### src/rtl/axi4_lite_pkg.sv
// Shared AXI4-Lite response codes and channel FSM state types,
// used by both the slave register block and the matching master.
package axi4_lite_pkg;

    localparam logic [1:0] RESP_OKAY   = 2'b00;
    localparam logic [1:0] RESP_SLVERR = 2'b10;

    typedef enum logic [1:0] {
        WR_IDLE = 2'd0,
        WR_WAIT = 2'd1,
        WR_RESP = 2'd2
    } wr_state_t;

    typedef enum logic {
        RD_IDLE = 1'b0,
        RD_DATA = 1'b1
    } rd_state_t;

endpackage

### src/rtl/axi4_lite_regfile.sv
// Byte-strobed array of 32-bit registers with a one-cycle write strobe per register.
module axi4_lite_regfile #(
    parameter int NUM_REGS = 8,
    parameter int IDX_W    = $clog2(NUM_REGS)
) (
    input  logic                     clk,
    input  logic                     rst,
    input  logic                     wr_en,
    input  logic [IDX_W-1:0]         wr_idx,
    input  logic [31:0]              wr_data,
    input  logic [3:0]               wr_strb,
    output logic [32*NUM_REGS-1:0]   reg_q,
    output logic [NUM_REGS-1:0]      reg_wr_stb
);

    logic [31:0] regs [NUM_REGS];

    always_ff @(posedge clk) begin
        if (rst) begin
            for (int i = 0; i < NUM_REGS; i++) begin
                regs[i] <= '0;
            end
            reg_wr_stb <= '0;
        end else begin
            reg_wr_stb <= '0;
            if (wr_en) begin
                // The strobe fires even when no byte lane is enabled
                reg_wr_stb[wr_idx] <= 1'b1;
                for (int b = 0; b < 4; b++) begin
                    if (wr_strb[b]) begin
                        regs[wr_idx][8*b +: 8] <= wr_data[8*b +: 8];
                    end
                end
            end
        end
    end

    for (genvar g = 0; g < NUM_REGS; g++) begin : g_flat
        assign reg_q[32*g +: 32] = regs[g];
    end

endmodule

### src/rtl/axi4_lite_slave_regs.sv
// AXI4-Lite slave exposing NUM_REGS 32-bit registers; independent write and read
// channel FSMs with one outstanding transaction each.
module axi4_lite_slave_regs
    import axi4_lite_pkg::*;
#(
    parameter int NUM_REGS = 8,
    parameter int ADDR_W   = 32
) (
    input  logic                     clk,
    input  logic                     rst,
    input  logic [ADDR_W-1:0]        S_AXI_AWADDR,
    input  logic                     S_AXI_AWVALID,
    output logic                     S_AXI_AWREADY,
    input  logic [31:0]              S_AXI_WDATA,
    input  logic [3:0]               S_AXI_WSTRB,
    input  logic                     S_AXI_WVALID,
    output logic                     S_AXI_WREADY,
    output logic [1:0]               S_AXI_BRESP,
    output logic                     S_AXI_BVALID,
    input  logic                     S_AXI_BREADY,
    input  logic [ADDR_W-1:0]        S_AXI_ARADDR,
    input  logic                     S_AXI_ARVALID,
    output logic                     S_AXI_ARREADY,
    output logic [31:0]              S_AXI_RDATA,
    output logic [1:0]               S_AXI_RRESP,
    output logic                     S_AXI_RVALID,
    input  logic                     S_AXI_RREADY,
    output logic [32*NUM_REGS-1:0]   reg_q,
    output logic [NUM_REGS-1:0]      reg_wr_stb
);

    localparam int IDX_W = $clog2(NUM_REGS);

    wr_state_t           wr_state;
    logic                aw_done;
    logic                w_done;
    logic [ADDR_W-1:0]   aw_addr_q;
    logic [31:0]         w_data_q;
    logic [3:0]          w_strb_q;
    logic                bvalid_q;
    logic [1:0]          bresp_q;

    rd_state_t           rd_state;
    logic                rvalid_q;
    logic [31:0]         rdata_q;
    logic [1:0]          rresp_q;

    logic                aw_hs;
    logic                w_hs;
    logic                aw_have;
    logic                w_have;
    logic                commit;
    logic [ADDR_W-1:0]   wr_addr;
    logic [31:0]         wr_data;
    logic [3:0]          wr_strb;
    logic                wr_in_range;
    logic [IDX_W-1:0]    wr_idx;

    logic                ar_hs;
    logic                rd_in_range;
    logic [IDX_W-1:0]    rd_idx;
    logic                unused_addr_bits;

    // READY is gated by rst so it drops during reset and rises on the first free cycle
    assign S_AXI_AWREADY = !rst && (wr_state != WR_RESP) && !aw_done;
    assign S_AXI_WREADY  = !rst && (wr_state != WR_RESP) && !w_done;
    assign S_AXI_ARREADY = !rst && (rd_state == RD_IDLE);

    assign S_AXI_BVALID = bvalid_q;
    assign S_AXI_BRESP  = bresp_q;
    assign S_AXI_RVALID = rvalid_q;
    assign S_AXI_RDATA  = rdata_q;
    assign S_AXI_RRESP  = rresp_q;

    assign aw_hs   = S_AXI_AWVALID && S_AXI_AWREADY;
    assign w_hs    = S_AXI_WVALID && S_AXI_WREADY;
    assign aw_have = aw_done || aw_hs;
    assign w_have  = w_done || w_hs;
    assign commit  = aw_have && w_have;

    // Commit uses live channel values when the handshake lands on the commit edge
    assign wr_addr     = aw_hs ? S_AXI_AWADDR : aw_addr_q;
    assign wr_data     = w_hs ? S_AXI_WDATA : w_data_q;
    assign wr_strb     = w_hs ? S_AXI_WSTRB : w_strb_q;
    assign wr_in_range = (wr_addr >> (IDX_W + 2)) == '0;
    assign wr_idx      = wr_addr[IDX_W+1:2];

    assign ar_hs       = S_AXI_ARVALID && S_AXI_ARREADY;
    assign rd_in_range = (S_AXI_ARADDR >> (IDX_W + 2)) == '0;
    assign rd_idx      = S_AXI_ARADDR[IDX_W+1:2];

    assign unused_addr_bits = ^{wr_addr[1:0], S_AXI_ARADDR[1:0]};

    axi4_lite_regfile #(
        .NUM_REGS (NUM_REGS),
        .IDX_W    (IDX_W)
    ) u_regfile (
        .clk        (clk),
        .rst        (rst),
        .wr_en      (commit && wr_in_range),
        .wr_idx     (wr_idx),
        .wr_data    (wr_data),
        .wr_strb    (wr_strb),
        .reg_q      (reg_q),
        .reg_wr_stb (reg_wr_stb)
    );

    always_ff @(posedge clk) begin
        if (rst) begin
            wr_state  <= WR_IDLE;
            aw_done   <= 1'b0;
            w_done    <= 1'b0;
            aw_addr_q <= '0;
            w_data_q  <= '0;
            w_strb_q  <= '0;
            bvalid_q  <= 1'b0;
            bresp_q   <= RESP_OKAY;
        end else begin
            case (wr_state)
                WR_IDLE, WR_WAIT: begin
                    if (aw_hs) aw_addr_q <= S_AXI_AWADDR;
                    if (w_hs) begin
                        w_data_q <= S_AXI_WDATA;
                        w_strb_q <= S_AXI_WSTRB;
                    end
                    if (commit) begin
                        wr_state <= WR_RESP;
                        aw_done  <= 1'b0;
                        w_done   <= 1'b0;
                        bvalid_q <= 1'b1;
                        bresp_q  <= wr_in_range ? RESP_OKAY : RESP_SLVERR;
                    end else begin
                        aw_done  <= aw_have;
                        w_done   <= w_have;
                        wr_state <= (aw_have || w_have) ? WR_WAIT : WR_IDLE;
                    end
                end
                WR_RESP: begin
                    if (S_AXI_BREADY) begin
                        bvalid_q <= 1'b0;
                        wr_state <= WR_IDLE;
                    end
                end
                default: wr_state <= WR_IDLE;
            endcase
        end
    end

    // Read samples the registered array, so a same-edge write is not yet visible
    always_ff @(posedge clk) begin
        if (rst) begin
            rd_state <= RD_IDLE;
            rvalid_q <= 1'b0;
            rdata_q  <= '0;
            rresp_q  <= RESP_OKAY;
        end else begin
            case (rd_state)
                RD_IDLE: begin
                    if (ar_hs) begin
                        rd_state <= RD_DATA;
                        rvalid_q <= 1'b1;
                        rdata_q  <= rd_in_range ? reg_q[{rd_idx, 5'b0} +: 32] : 32'h0;
                        rresp_q  <= rd_in_range ? RESP_OKAY : RESP_SLVERR;
                    end
                end
                RD_DATA: begin
                    if (S_AXI_RREADY) begin
                        rvalid_q <= 1'b0;
                        rd_state <= RD_IDLE;
                    end
                end
                default: rd_state <= RD_IDLE;
            endcase
        end
    end

endmodule

### config.mk
export PLATFORM = sky130hd
export DESIGN_NAME = axi4_lite_slave_regs
export DESIGN_NICKNAME = d
export VERILOG_FILES = /design/src/rtl/axi4_lite_pkg.sv /design/src/rtl/axi4_lite_regfile.sv /design/src/rtl/axi4_lite_slave_regs.sv
export SDC_FILE = /design/constraint.sdc
export NUM_CORES = 1
export LEC_CHECK = 0
export BUFFER_PORTS_ARGS = -buffer_cell sky130_fd_sc_hd__buf_2
export CELL_PAD_IN_SITES_DETAIL_PLACEMENT = 1
export CELL_PAD_IN_SITES_GLOBAL_PLACEMENT = 1
export CORE_ASPECT_RATIO = 1.25
export CORE_MARGIN = 2
export CORE_UTILIZATION = 35
export CTS_CLUSTER_SIZE = 24
export DETAILED_ROUTE_END_ITERATION = 7
export PLACE_DENSITY = 0.76
export SETUP_SLACK_MARGIN = 0.2
export SLEW_MARGIN = 20
export SYNTH_ARGS = -nofsm -noshare
export SYNTH_HDL_FRONTEND = slang
export SYNTH_SLANG_ARGS = --single-unit
### constraint.sdc
create_clock -name clk -period 2.62 [get_ports clk]
set_input_delay 0 -clock clk [delete_from_list [all_inputs] [get_ports clk]]
set_output_delay 0 -clock clk [all_outputs]
set_load 0.01 [all_outputs]
==> impl_metrics.xml <==
<?xml version="1.0" encoding="UTF-8"?>
<metrics>
  <group name="route">
    <metric name="via_per_inst" unit="">5.42</metric>
    <metric name="postRouteAntennaNets" unit="">0</metric>
    <metric name="drt-wirelength-per-cell" unit="um">25.5</metric>
    <metric name="post_detailed_route_drc_marker_count" unit="">0</metric>
    <metric name="wl" unit="mm">62.4</metric>
    <metric name="drt_iter0_drc" unit="">867</metric>
    <metric name="drt_pass1_iterations" unit="">5</metric>
    <metric name="vias" unit="">13269</metric>
  </group>
  <group name="cells_and_area">
    <metric name="layout_commonest_cell" unit="">sky130_fd_sc_hd__buf_2</metric>
    <metric name="seqCellArea" unit="sq mm">0.00999</metric>
    <metric name="nets" unit="">1947</metric>
    <metric name="multiInputGateArea" unit="sq mm">0.00616</metric>
    <metric name="num-fill-cells" unit="">4809</metric>
    <metric name="drive_above_1_share" unit="%">38.9</metric>
    <metric name="most-common-layout-cells" unit="">sky130_fd_sc_hd__buf_2, sky130_fd_sc_hd__nor2_1, sky130_fd_sc_hd__edfxtp_1</metric>
    <metric name="final_core_util" unit="%">48.7</metric>
    <metric name="area_overhead_of_the_layout_relative_to_synthesis" unit="%">37.3</metric>
  </group>
  <group name="synth">
    <metric name="async_reset_ff_share" unit="%">0</metric>
    <metric name="post_synthesis_cells" unit="">1317</metric>
    <metric name="synth_cell_type_count" unit="">51</metric>
    <metric name="synth_flop_cell" unit="">sky130_fd_sc_hd__edfxtp_1</metric>
    <metric name="synth_area" unit="sq mm">0.0161</metric>
    <metric name="number_of_enable_type_register_cells_in_the_synthesized_netlist" unit="">256</metric>
    <metric name="average_cell_area_after_synthesis" unit="sq um">12.2</metric>
    <metric name="seq_area_frac_synth" unit="%">62.2</metric>
    <metric name="ys_warn_count" unit="">0</metric>
    <metric name="postSynthRegisterBits" unit="">371</metric>
  </group>
  <group name="timing">
    <metric name="slew_viol_final" unit="">0</metric>
    <metric name="grt_setup_unrepaired" unit="">yes</metric>
    <metric name="clock-skew-final" unit="ns">0.0228</metric>
    <metric name="timing.final.crit_period" unit="ns">2.44</metric>
    <metric name="tightest_slew" unit="ns">0.938</metric>
    <metric name="final_min_period_over_clock_period" unit="%">93.1</metric>
    <metric name="setup_violations" unit="">0</metric>
    <metric name="max_clock_freq" unit="GHz">0.410</metric>
    <metric name="timing.final.hold_violations" unit="">3</metric>
    <metric name="timing.slew.headroom" unit="%">37.5</metric>
    <metric name="finalHoldWorstSlack" unit="ns">-0.0466</metric>
  </group>
  <group name="die">
    <metric name="die_wd" unit="um">196</metric>
    <metric name="start_util" unit="%">35.5</metric>
    <metric name="fp.dieArea" unit="sq mm">0.0477</metric>
    <metric name="ioPinCount" unit="">412</metric>
    <metric name="fp_rows" unit="">87</metric>
    <metric name="fp.dieH" unit="um">244</metric>
    <metric name="fp.coreArea" unit="sq mm">0.0453</metric>
  </group>
  <group name="global_route">
    <metric name="grt_usage" unit="%">25.6</metric>
    <metric name="grt_first_pass_wirelength" unit="mm">91.4</metric>
    <metric name="grt_pass1_vias" unit="">14193</metric>
    <metric name="number_of_antenna_violations_at_the_first_check_in_global_routing" unit="">5</metric>
    <metric name="grt_max_degree" unit="">41</metric>
    <metric name="globalRouteOverflowTotal" unit="">0</metric>
  </group>
  <group name="status">
    <metric name="failed_checks" unit="">negative hold slack</metric>
    <metric name="status" unit="">finished with violations</metric>
  </group>
  <group name="flow_run">
    <metric name="cap_violations" unit="">0</metric>
  </group>
  <group name="clock_network">
    <metric name="clk-insertion-delay-late" unit="ns">0.54</metric>
    <metric name="cts-htree-levels" unit="">2</metric>
    <metric name="cts.reportedPaths.clkPinSlew" unit="ns">0.06</metric>
    <metric name="clock_sinks" unit="">371</metric>
    <metric name="cts_made_buffers" unit="">38</metric>
    <metric name="clock_path_buffers" unit="">3</metric>
    <metric name="clk_root_buffer_cell" unit="">sky130_fd_sc_hd__clkbuf_16</metric>
    <metric name="tritoncts" unit="">built</metric>
  </group>
  <group name="power_and_ir_drop">
    <metric name="pwr_density_cell" unit="mW/mm^2">633</metric>
    <metric name="final_power" unit="mW">14.0</metric>
    <metric name="irDropWorstVdd" unit="uV">388</metric>
    <metric name="p_leak" unit="nW">8.67</metric>
  </group>
  <group name="setup_path">
    <metric name="start_kind" unit="">flip-flop</metric>
    <metric name="required" unit="ns">2.86</metric>
    <metric name="critPathArrivalTime" unit="ns">2.68</metric>
    <metric name="critical_path_peak_fanout" unit="">8</metric>
    <metric name="critical_path_class" unit="">reg2reg</metric>
    <metric name="timing.reg2reg.worst_path_depth" unit="">10</metric>
    <metric name="timing.critical_path.to_type" unit="">flip-flop</metric>
  </group>
  <group name="placed_design">
    <metric name="dp_hpwl" unit="mm">45.0</metric>
    <metric name="finalWeightedCongestion" unit="">0.848</metric>
    <metric name="placement.io_buffers" unit="">405</metric>
  </group>
  <group name="min_path">
    <metric name="hold_path.class" unit="">in2reg</metric>
    <metric name="worst_hold_path.num_cells" unit="">4</metric>
  </group>
</metrics>
## worst paths after layout
check	startpoint	end	slack (ns)
setup / recovery	aw_done$_SDFFE_PP0P_	u_regfile.regs[4][9]$_SDFFCE_PN0P_	0.18
hold / removal	S_AXI_AWADDR[22]	aw_addr_q[22]$_SDFFE_PP0P_	-0.05
setup reg to reg	aw_done$_SDFFE_PP0P_	u_regfile.regs[4][9]$_SDFFCE_PN0P_	0.18
hold reg to reg	w_data_q[13]$_SDFFE_PP0P_	w_data_q[13]$_SDFFE_PP0P_	0.45
## logic make-up after synthesis
family                     share of synthesized area [%]
muxes                                               14.3
other                                             0.0233
adders and majority gates                          0.234
and+or+nand+nor                                     13.6
AOI/OAI and AO/OA                                   6.78
DFF                                                 62.2
buffers and inverters                               2.86
## registers in the layout, indices dropped and copies added, names as in the netlist, 2 cells and up
| signal | count |
|---|---|
| u_regfile.regs | 256 |
| S_AXI_RDATA | 32 |
| w_data_q | 32 |
| aw_addr_q | 30 |
| u_regfile.reg_wr_stb | 8 |
| w_strb_q | 4 |
| wr_state | 2 |
## report_power, final
part | internal (mW) | switching (mW) | leakage (nW) | total, mW
Clock | 3.26 | 2.36 | 0.620 | 5.62
Sequential | 6.45 | 0.167 | 3.58 | 6.62
Combinational | 0.751 | 0.980 | 4.48 | 1.73
Total | 10.5 | 3.51 | 8.67 | 14.0
## cell usage after synthesis (3+ instances only)
library cell	number	area share, %
sky130_fd_sc_hd__nor2_1	307	7.2
sky130_fd_sc_hd__edfxtp_1	256	48
sky130_fd_sc_hd__nand2_1	165	3.9
sky130_fd_sc_hd__dfxtp_1	115	14
sky130_fd_sc_hd__a21oi_1	66	2.1
sky130_fd_sc_hd__mux4_2	64	9.0
sky130_fd_sc_hd__clkbuf_1	43	1.0
sky130_fd_sc_hd__mux2i_1	43	2.7
sky130_fd_sc_hd__buf_2	39	1.2
sky130_fd_sc_hd__a2bb2oi_1	32	1.7
sky130_fd_sc_hd__o21ai_1	24	0.75
sky130_fd_sc_hd__mux2_1	20	1.4
sky130_fd_sc_hd__nor4_1	18	0.70
sky130_fd_sc_hd__mux2_2	17	1.2
sky130_fd_sc_hd__o31ai_1	11	0.51
sky130_fd_sc_hd__inv_2	9	0.21
sky130_fd_sc_hd__o2111ai_2	8	0.75
sky130_fd_sc_hd__nand3_1	7	0.22
sky130_fd_sc_hd__buf_1	6	0.14
sky130_fd_sc_hd__nand4_1	6	0.23
sky130_fd_sc_hd__nor2b_1	6	0.23
sky130_fd_sc_hd__inv_1	5	0.12
sky130_fd_sc_hd__nand2b_1	4	0.16
sky130_fd_sc_hd__nor3_1	4	0.12
sky130_fd_sc_hd__buf_4	3	0.14
sky130_fd_sc_hd__ha_1	3	0.23
sky130_fd_sc_hd__nor4_2	3	0.23
sky130_fd_sc_hd__o211ai_1	3	0.14
## per-stage QoR
step | hold WS, ns | setup slack (ns) | instance area, sq um | instances | TNS [ns]
global placement | 0.252 | -0.256 | 19700 | 2292 | -12.84
floorplan | 0.136 | -0.00996 | 16200 | 1318 | -0.185
CTS | 0.0242 | 0.165 | 21800 | 2435 | 0
finish | -0.0466 | 0.180 | 22100 | 2449 | 0
global route | 0.00126 | 0.107 | 22100 | 2449 | 0
detailed placement | 0.261 | -0.171 | 19700 | 2292 | -5.71
## layout make-up
class | count | area share (%)
sequential | 371 | 45.3
multi-input combinational | 841 | 27.9
timing repair buffer | 571 | 17.4
clock buffer | 52 | 4.98
tap | 578 | 3.28
clock inverter | 18 | 0.817
inverter | 14 | 0.238
antenna | 4 | 0.0454
## critical path: stages, from the launching register on
cell and delay [ns]:
sky130_fd_sc_hd__dfxtp_1 0.36, sky130_fd_sc_hd__nor2_4 0.15, sky130_fd_sc_hd__nand3_4 0.08, sky130_fd_sc_hd__nand2b_1 0.14, sky130_fd_sc_hd__ha_2 0.22, sky130_fd_sc_hd__nor2b_4 0.17, sky130_fd_sc_hd__nand2_2 0.11, sky130_fd_sc_hd__nor4_4 0.30
sky130_fd_sc_hd__a41oi_4 0.14, sky130_fd_sc_hd__o31ai_4 0.30, sky130_fd_sc_hd__buf_12 0.16
## timing repair
item | in CTS | in global routing
endpoints found under the hold margin | 68 | 0
gates cloned | 0 | 0
pin swaps | 5 | 11
buffers inserted | 6 | 10
setup endpoints to repair | 473 | 328
hold buffers | 67 | 0
gates resized for setup | 29 | 36
## per-layer routing
| layer | part of all wire, % | vias up | track usage [%] |
|---|---|---|---|
| met5 | 0.026 | - | 0 |
| met4 | 4.2 | 2 | 10.9 |
| met1 | 38 | 6825 | 29.7 |
| met2 | 52 | 503 | 46.7 |
| met3 | 5.5 | 129 | 4.11 |
| li1 | - | 5810 | - |
Power figures use the tool's default switching activity.
